## src/rtl/simon_pkg.sv

```systemverilog
// Shared definitions for the SIMON byte loader: core load codes, loader state
// encoding and the default key/plaintext byte counts.
package simon_pkg;

  localparam int DEF_KEY_BYTES = 16;
  localparam int DEF_PT_BYTES  = 16;

  localparam logic [1:0] RDY_IDLE = 2'b00;
  localparam logic [1:0] RDY_PT   = 2'b01;
  localparam logic [1:0] RDY_KEY  = 2'b10;
  localparam logic [1:0] RDY_RUN  = 2'b11;

  typedef enum logic [1:0] {
    ST_IDLE  = 2'd0,
    ST_SHIFT = 2'd1,
    ST_RUN   = 2'd2,
    ST_DRAIN = 2'd3
  } loader_state_e;

  function automatic logic [1:0] load_code(input logic is_key);
    return is_key ? RDY_KEY : RDY_PT;
  endfunction

endpackage

```

## src/rtl/simon_byte_loader_if.sv

```systemverilog
// Byte-side handshake between the pin interface (master) and the loader (slave).
interface simon_byte_loader_if;

  // A byte transfers on every rising edge where byte_valid && byte_ready.
  // byte_ready never depends on byte_valid; the master holds byte_in and
  // byte_is_key stable while byte_valid is high and not yet accepted.
  logic [7:0] byte_in;
  logic       byte_is_key;
  logic       byte_valid;
  logic       byte_ready;

  modport master (
    output byte_in,
    output byte_is_key,
    output byte_valid,
    input  byte_ready
  );

  modport slave (
    input  byte_in,
    input  byte_is_key,
    input  byte_valid,
    output byte_ready
  );

endinterface

```

## src/rtl/simon_bit_serializer.sv

```systemverilog
// 8-bit parallel-in serial-out register, LSB first, with a 3-bit bit index
// and a last-bit flag. The serial output is taken straight from a flop.
module simon_bit_serializer (
  input  logic       clk,
  input  logic       rst_n,
  input  logic       load,
  input  logic       shift,
  input  logic       clear,
  input  logic [7:0] din,
  output logic       bit_out,
  output logic [2:0] bit_idx,
  output logic       last
);

  logic [7:0] sh_q;
  logic [2:0] idx_q;

  // load has priority so a new byte can follow bit 7 without a bubble
  always_ff @(posedge clk or negedge rst_n) begin
    if (!rst_n) begin
      sh_q  <= '0;
      idx_q <= '0;
    end else if (load) begin
      sh_q  <= din;
      idx_q <= '0;
    end else if (clear) begin
      sh_q  <= '0;
      idx_q <= '0;
    end else if (shift) begin
      sh_q  <= {1'b0, sh_q[7:1]};
      idx_q <= idx_q + 3'd1;
    end
  end

  assign bit_out = sh_q[0];
  assign bit_idx = idx_q;
  assign last    = (idx_q == 3'd7);

endmodule

```

## src/rtl/simon_byte_loader.sv

```systemverilog
// Byte-to-bit front end for the bit-serial SIMON 128/128 core.
// Optional: define SIMON_LOADER_KEY_REUSE_EN to keep the key loaded across blocks.
module simon_byte_loader
  import simon_pkg::*;
#(
  parameter int KEY_BYTES = DEF_KEY_BYTES,
  parameter int PT_BYTES  = DEF_PT_BYTES
) (
  input  logic                clk,
  input  logic                rst_n,
  simon_byte_loader_if.slave  bus,
  input  logic                start,
  input  logic                core_valid,
  output logic                data_in,
  output logic [1:0]          data_rdy,
  output logic                busy,
  output logic                loaded,
  output logic                err,
  output loader_state_e       state_dbg,
  output logic [2:0]          bit_idx_dbg
);

  localparam int KW = $clog2(KEY_BYTES + 1);
  localparam int PW = $clog2(PT_BYTES + 1);
  localparam logic [KW-1:0] KEY_FULL = KW'(KEY_BYTES);
  localparam logic [PW-1:0] PT_FULL  = PW'(PT_BYTES);

  loader_state_e state_q, state_d;
  logic [1:0]    rdy_q, rdy_d;
  logic [KW-1:0] key_cnt_q;
  logic [PW-1:0] pt_cnt_q;
  logic          err_q;

  logic key_inc, pt_inc, key_clr, pt_clr, err_set;
  logic ser_load, ser_shift, ser_clear, ser_last, ser_bit;
  logic byte_ready_c, loaded_c;
  logic take, room, accept_new, drop;

  simon_bit_serializer u_ser (
    .clk     (clk),
    .rst_n   (rst_n),
    .load    (ser_load),
    .shift   (ser_shift),
    .clear   (ser_clear),
    .din     (bus.byte_in),
    .bit_out (ser_bit),
    .bit_idx (bit_idx_dbg),
    .last    (ser_last)
  );

  // State register, counters, sticky error and the registered load code.
  always_ff @(posedge clk or negedge rst_n) begin
    if (!rst_n) begin
      state_q   <= ST_IDLE;
      rdy_q     <= RDY_IDLE;
      key_cnt_q <= '0;
      pt_cnt_q  <= '0;
      err_q     <= 1'b0;
    end else begin
      state_q <= state_d;
      rdy_q   <= rdy_d;
      if (key_clr)      key_cnt_q <= '0;
      else if (key_inc) key_cnt_q <= key_cnt_q + KW'(1);
      if (pt_clr)       pt_cnt_q  <= '0;
      else if (pt_inc)  pt_cnt_q  <= pt_cnt_q + PW'(1);
      if (err_set)      err_q     <= 1'b1;
    end
  end

  // A byte whose class counter is already full is still taken, but dropped.
  assign take       = bus.byte_valid && byte_ready_c;
  assign room       = bus.byte_is_key ? (key_cnt_q != KEY_FULL) : (pt_cnt_q != PT_FULL);
  assign accept_new = take && room;
  assign drop       = take && !room;

  // Next-state, next load code and datapath controls.
  always_comb begin
    state_d   = state_q;
    rdy_d     = rdy_q;
    key_inc   = 1'b0;
    pt_inc    = 1'b0;
    key_clr   = 1'b0;
    pt_clr    = 1'b0;
    err_set   = 1'b0;
    ser_load  = 1'b0;
    ser_shift = 1'b0;
    ser_clear = 1'b0;
    case (state_q)
      ST_IDLE: begin
        if (accept_new) begin
          state_d  = ST_SHIFT;
          rdy_d    = load_code(bus.byte_is_key);
          ser_load = 1'b1;
          key_inc  = bus.byte_is_key;
          pt_inc   = !bus.byte_is_key;
        end else if (start && !bus.byte_valid && loaded_c) begin
          state_d = ST_RUN;
          rdy_d   = RDY_RUN;
        end
        // a simultaneous byte beats start; start then only matters when unloaded
        if (drop || (start && !loaded_c)) err_set = 1'b1;
      end
      ST_SHIFT: begin
        if (start) err_set = 1'b1;
        if (!ser_last) begin
          ser_shift = 1'b1;
        end else if (accept_new) begin
          rdy_d    = load_code(bus.byte_is_key);
          ser_load = 1'b1;
          key_inc  = bus.byte_is_key;
          pt_inc   = !bus.byte_is_key;
        end else begin
          state_d   = ST_IDLE;
          rdy_d     = RDY_IDLE;
          ser_clear = 1'b1;
          if (drop) err_set = 1'b1;
        end
      end
      ST_RUN: begin
        if (start) err_set = 1'b1;
        if (core_valid) state_d = ST_DRAIN;
      end
      ST_DRAIN: begin
        if (start) err_set = 1'b1;
        if (!core_valid) begin
          state_d = ST_IDLE;
          rdy_d   = RDY_IDLE;
          pt_clr  = 1'b1;
`ifdef SIMON_LOADER_KEY_REUSE_EN
          key_clr = 1'b0;
`else
          key_clr = 1'b1;
`endif
        end
      end
      default: begin
        state_d = ST_IDLE;
        rdy_d   = RDY_IDLE;
      end
    endcase
  end

  // Outputs decoded from registered state only.
  always_comb begin
    byte_ready_c = (state_q == ST_IDLE) || ((state_q == ST_SHIFT) && ser_last);
    busy         = (state_q == ST_SHIFT) || (state_q == ST_RUN);
    loaded_c     = (key_cnt_q == KEY_FULL) && (pt_cnt_q == PT_FULL);
  end

  assign bus.byte_ready = byte_ready_c;
  assign loaded         = loaded_c;
  assign err            = err_q;
  assign data_rdy       = rdy_q;
  assign data_in        = ser_bit;
  assign state_dbg      = state_q;

endmodule
```

## src/flat_wrapper.sv

```systemverilog
// flat-port wrapper written by rule: the top's interface ports become plain ports
module simon_byte_loader_flat import simon_pkg::*;
#(
  parameter int KEY_BYTES = DEF_KEY_BYTES,
  parameter int PT_BYTES  = DEF_PT_BYTES
)
  (clk, rst_n, start, core_valid, data_in, data_rdy, busy, loaded, err, state_dbg, bit_idx_dbg, bus_byte_in, bus_byte_is_key, bus_byte_valid, bus_byte_ready);
  simon_byte_loader_if bus_i ();
  input  logic clk;
  input  logic rst_n;
  input  logic start;
  input  logic core_valid;
  output logic data_in;
  output logic [1:0] data_rdy;
  output logic busy;
  output logic loaded;
  output logic err;
  output loader_state_e state_dbg;
  output logic [2:0] bit_idx_dbg;
  input wire logic [$bits(bus_i.byte_in)-1:0] bus_byte_in;
  input wire logic [$bits(bus_i.byte_is_key)-1:0] bus_byte_is_key;
  input wire logic [$bits(bus_i.byte_valid)-1:0] bus_byte_valid;
  output wire logic [$bits(bus_i.byte_ready)-1:0] bus_byte_ready;
  assign bus_i.byte_in = bus_byte_in;
  assign bus_i.byte_is_key = bus_byte_is_key;
  assign bus_i.byte_valid = bus_byte_valid;
  assign bus_byte_ready = bus_i.byte_ready;
  simon_byte_loader #(.KEY_BYTES(KEY_BYTES), .PT_BYTES(PT_BYTES)) u_core (.clk(clk), .rst_n(rst_n), .bus(bus_i), .start(start), .core_valid(core_valid), .data_in(data_in), .data_rdy(data_rdy), .busy(busy), .loaded(loaded), .err(err), .state_dbg(state_dbg), .bit_idx_dbg(bit_idx_dbg));
endmodule
```

## config.mk

```make
export PLATFORM = sky130hd
export DESIGN_NAME = simon_byte_loader_flat
export DESIGN_NICKNAME = d
export VERILOG_FILES = /design/src/rtl/simon_pkg.sv /design/src/rtl/simon_byte_loader_if.sv /design/src/rtl/simon_bit_serializer.sv /design/src/rtl/simon_byte_loader.sv /design/src/flat_wrapper.sv
export SDC_FILE = /design/constraint.sdc
export NUM_CORES = 1
export LEC_CHECK = 0
export ABC_AREA = 1
export BUFFER_PORTS_ARGS = -buffer_cell sky130_fd_sc_hd__buf_2
export CELL_PAD_IN_SITES_DETAIL_PLACEMENT = 2
export CELL_PAD_IN_SITES_GLOBAL_PLACEMENT = 2
export CORE_UTILIZATION = 25
export CTS_CLUSTER_DIAMETER = 120
export DETAILED_ROUTE_END_ITERATION = 6
export GPL_TIMING_DRIVEN = 0
export HOLD_SLACK_MARGIN = 0.1
export PLACE_DENSITY = 0.73
export SLEW_MARGIN = 20
export SYNTH_ARGS = -nofsm -noshare
export SYNTH_HDL_FRONTEND = slang
export SYNTH_SLANG_ARGS = --single-unit
```

## constraint.sdc

```tcl
create_clock -name clk -period 3.4 [get_ports clk]
set_clock_uncertainty 0.1 [all_clocks]
set_input_delay 0.17 -clock clk [delete_from_list [all_inputs] [get_ports clk]]
set_output_delay 0.17 -clock clk [all_outputs]
set_load 0.02 [all_outputs]
```

==> results.py <==
metrics = {
    "synth": {
        "async_flop_share_pct": 100.0,
        "synth_seq_cells": 26,
        "synth_top_area_share_pct": 41.20,
        "synth_area_leaders": "dfrtp_1, nand2_1, nand3_1, ha_1, inv_1",
        "synthXorXnorAreaFrac_pct": 1.109,
        "synth_edf_count": 0,
        "synth_top_family_by_area": "simple AND/OR/NAND/NOR gates",
        "synthFlopType": "dfrtp_1",
        "synth-adder-area-share_pct": 8.716,
        "synth.distinct_cells": 27,
        "yosysWarnings": 0,
        "ys_top_cells_by_count": "nand2_1, nand3_1, dfrtp_1",
        "synth_area_um2": 1579,
        "yosysTopAreaCell": "dfrtp_1",
        "synth_nets": 226,
        "synth_compound_gate_area_share_pct": 9.033,
        "syn_avg_cell_area_um2": 7.856,
        "synthCells": 201,
        "synth_most_common_cell": "nand2_1",
        "yosysSeqAreaShare_pct": 41.20,
        "muxShareOfSynthArea_pct": 0,
        "synth-simple-area-share_pct": 33.04,
    },
    "setup_path": {
        "rrSetupSlack_ns": 1.27,
        "cp_max_fo": 10,
        "crit_type": "reg -> reg",
        "start_kind": "register",
        "critical-path-max-stage-delay_ns": 0.46,
        "critPathArrivalTime_ns": 2.21,
        "end_kind": "register",
        "crit_chain": "inv_1 -> ha_1 -> nand2_2 -> a21oi_4 -> nand3_4 -> nand2_4 -> inv_2 -> a22o_1",
        "required_ns": 3.48,
        "cpMaxStageDelayCell": "dfrtp_1",
    },
    "clock_tree": {
        "cts_setup_buffers": 0,
        "cts-root-buf": "clkbuf_8",
        "cts_htree_levels": 1,
        "cts_tree": "done",
        "numClockSinks": 26,
        "clk_path_buf_depth": 2,
        "cts_resized": 0,
        "clk_pin_slew_worst_paths_ns": 0.10,
        "cts_buffers": 3,
        "clkLatencyLatePin_ns": 0.28,
        "ctsHoldBuffers": 9,
    },
    "global_route": {
        "overflow": 0,
        "grt_max_degree": 27,
        "antenna_found_initial": 0,
        "grt_use_total_pct": 15.14,
        "grt_first_pass_wirelength_um": 7493,
        "grt_pass1_vias": 1592,
    },
    "pwr": {
        "leakagePower_nw": 1.007,
        "power_report.internal_total_w": 0.0008781,
        "power_w": 0.001628,
        "ir_drop_mv": 0.2552,
        "powerDensity_nw_per_um2": 830.6,
        "sequentialPowerShare_pct": 33.4,
        "power_switching_w": 0.0007494,
        "combPwrFrac_pct": 49.8,
        "clkPwrFrac_pct": 16.8,
        "switching_share_pct": 46.05,
    },
    "route": {
        "drt-vias-per-instance": 4.669,
        "drc": 0,
        "wirelength_um": 4452,
        "drt-initial-drc-count": 41,
        "drt_first_pass_iters": 3,
        "via_count": 1466,
        "wl_per_cell_um": 14.18,
        "ant_nets": 0,
    },
    "floorplanning": {
        "rows": 28,
        "die_width_um": 81.48,
        "start_util_pct": 26.36,
        "die-area_um2": 6638,
        "core_um2": 5991,
        "ios": 26,
        "die_y_um": 81.48,
    },
    "sta": {
        "worst_pin_slew_ns": 0.6324,
        "finalSetupTns_ns": 0,
        "finalCritPeriodShare_pct": 62.50,
        "slew-limit-headroom_pct": 57.84,
        "setup_slack_ns": 1.275,
        "setup_viol": 0,
        "layout_min_cycle_time_ns": 2.125,
        "hold_violations": 0,
        "report.final.slew_viol_count": 0,
        "fmax_mhz": 470.6,
        "rsz0062_at_grt": "false",
    },
    "placed_design": {
        "dpl.hpwl_um": 3376,
        "port_buffers": 25,
        "place_ws_ns": 1.247,
        "gp_congestion": 0.7021,
    },
    "status": {
        "status": "finished clean",
    },
    "layout": {
        "antenna_cells": 0,
        "fin_nets": 265,
        "drive_above_1_share_pct": 19.25,
        "syn_to_final_growth_pct": 24.09,
    },
    "worst_hold_path": {
        "hold_path.class": "in -> reg",
    },
    "flow_run": {
        "cap_violations": 0,
    },
}
==> layout by cell type (no fill, tap or decap), types with 2 or more instances in the layout <==
cell type / count
nand4_1: 2
o21ai_1: 4
nand2_1: 49
o21bai_1: 2
clkbuf_8: 3
a21oi_1: 7
nand2_2: 2
xor2_1: 2
nand3_2: 2
nor2_2: 2
nor2_1: 18
nand3_1: 30
inv_1: 19
nor2_4: 2
dfrtp_1: 26
buf_2: 25
dlygate4sd3_1: 9
o21ai_0: 8
inv_2: 5
ha_1: 11
==> cell families (layout without fill, tap and decap cells) <==
kind of cell | Yosys count | after routing
AOI/OAI and AO/OA | 24 | 24
xor gates and xnor gates | 2 | 2
adders and majority gates | 11 | 11
buffers and inverters | 27 | 65
DFF | 26 | 26
and+or+nand+nor | 111 | 111
==> stage by stage <==
step | util, % | hold WS [ns] | cells | cell area (um2)
floorplan | - | -0.2256 | 201 | 1579
global placement | 30.01 | 0.1410 | 301 | 1798
detailed placement | 30.01 | 0.1412 | 301 | 1798
CTS | 32.71 | 0.1717 | 314 | 1959
global route | 32.71 | 0.2108 | 314 | 1959
finish | 32.71 | 0.1691 | 314 | 1959
==> cell type report <==
class / count / area [um2]
clock inverter: 1 / 30.03
fill: 708 / 4031
timing repair buffer: 34 / 215.2
buffer: 2 / 15.01
clock buffer: 3 / 41.29
tap: 75 / 93.84
multi-input combinational: 148 / 819.5
inverter: 25 / 93.84
sequential: 26 / 650.6
==> critical path: cells and delay by family (launching register included) <==
kind	cells	cell delay, ns
compound gates	2	0.41
fa+ha+maj	1	0.27
buf+inv	2	0.25
flops	1	0.46
simple gates	3	0.51
==> routing by layer <==
layer | track usage [%] | part of all wire (%) | vias to the layer above
met3 | 1.667 | 2.1 | 5
met2 | 26.67 | 48 | 21
met5 | 0 | 0 | -
met4 | 6.429 | 1.8 | 0
li1 | - | - | 725
met1 | 18.53 | 48 | 715
==> worst paths after layout <==
check / cells past startpoint / end / startpoint
setup / recovery: 8 / u_core.u_ser.sh_q[7] / u_core.state_dbg[1]
hold / removal: 4 / u_core.pt_cnt_q[1] / bus_byte_is_key
setup reg to reg: 8 / u_core.u_ser.sh_q[7] / u_core.state_dbg[1]
hold reg to reg: 2 / u_core.err / u_core.err
max in group asynchronous: 2 / u_core.u_ser.sh_q[7] / rst_n
min in group asynchronous: 2 / u_core.key_cnt_q[3] / rst_n
==> sequential cells by signal, summed over array words and instances, names as in the netlist <==
register and cells:
u_core.u_ser.sh_q 8, u_core.key_cnt_q 5, u_core.pt_cnt_q 5, u_core.u_ser.bit_idx 3, u_core.data_rdy 2, u_core.state_dbg 2, u_core.err 1
==> power groups by stage <==
stage | Sequential, W | Combinational [W] | Clock, W
final | 0.000544 | 0.000810 | 0.000274
after floorplan | 0.000578 | 0.000541 | 0
after global routing | 0.000564 | 0.000931 | 0.000290
after global placement | 0.000547 | 0.000789 | 0
after CTS | 0.000547 | 0.000834 | 0.000279
after detailed placement | 0.000553 | 0.000818 | 0
No activity file was read; power rests on OpenSTA's default activity.
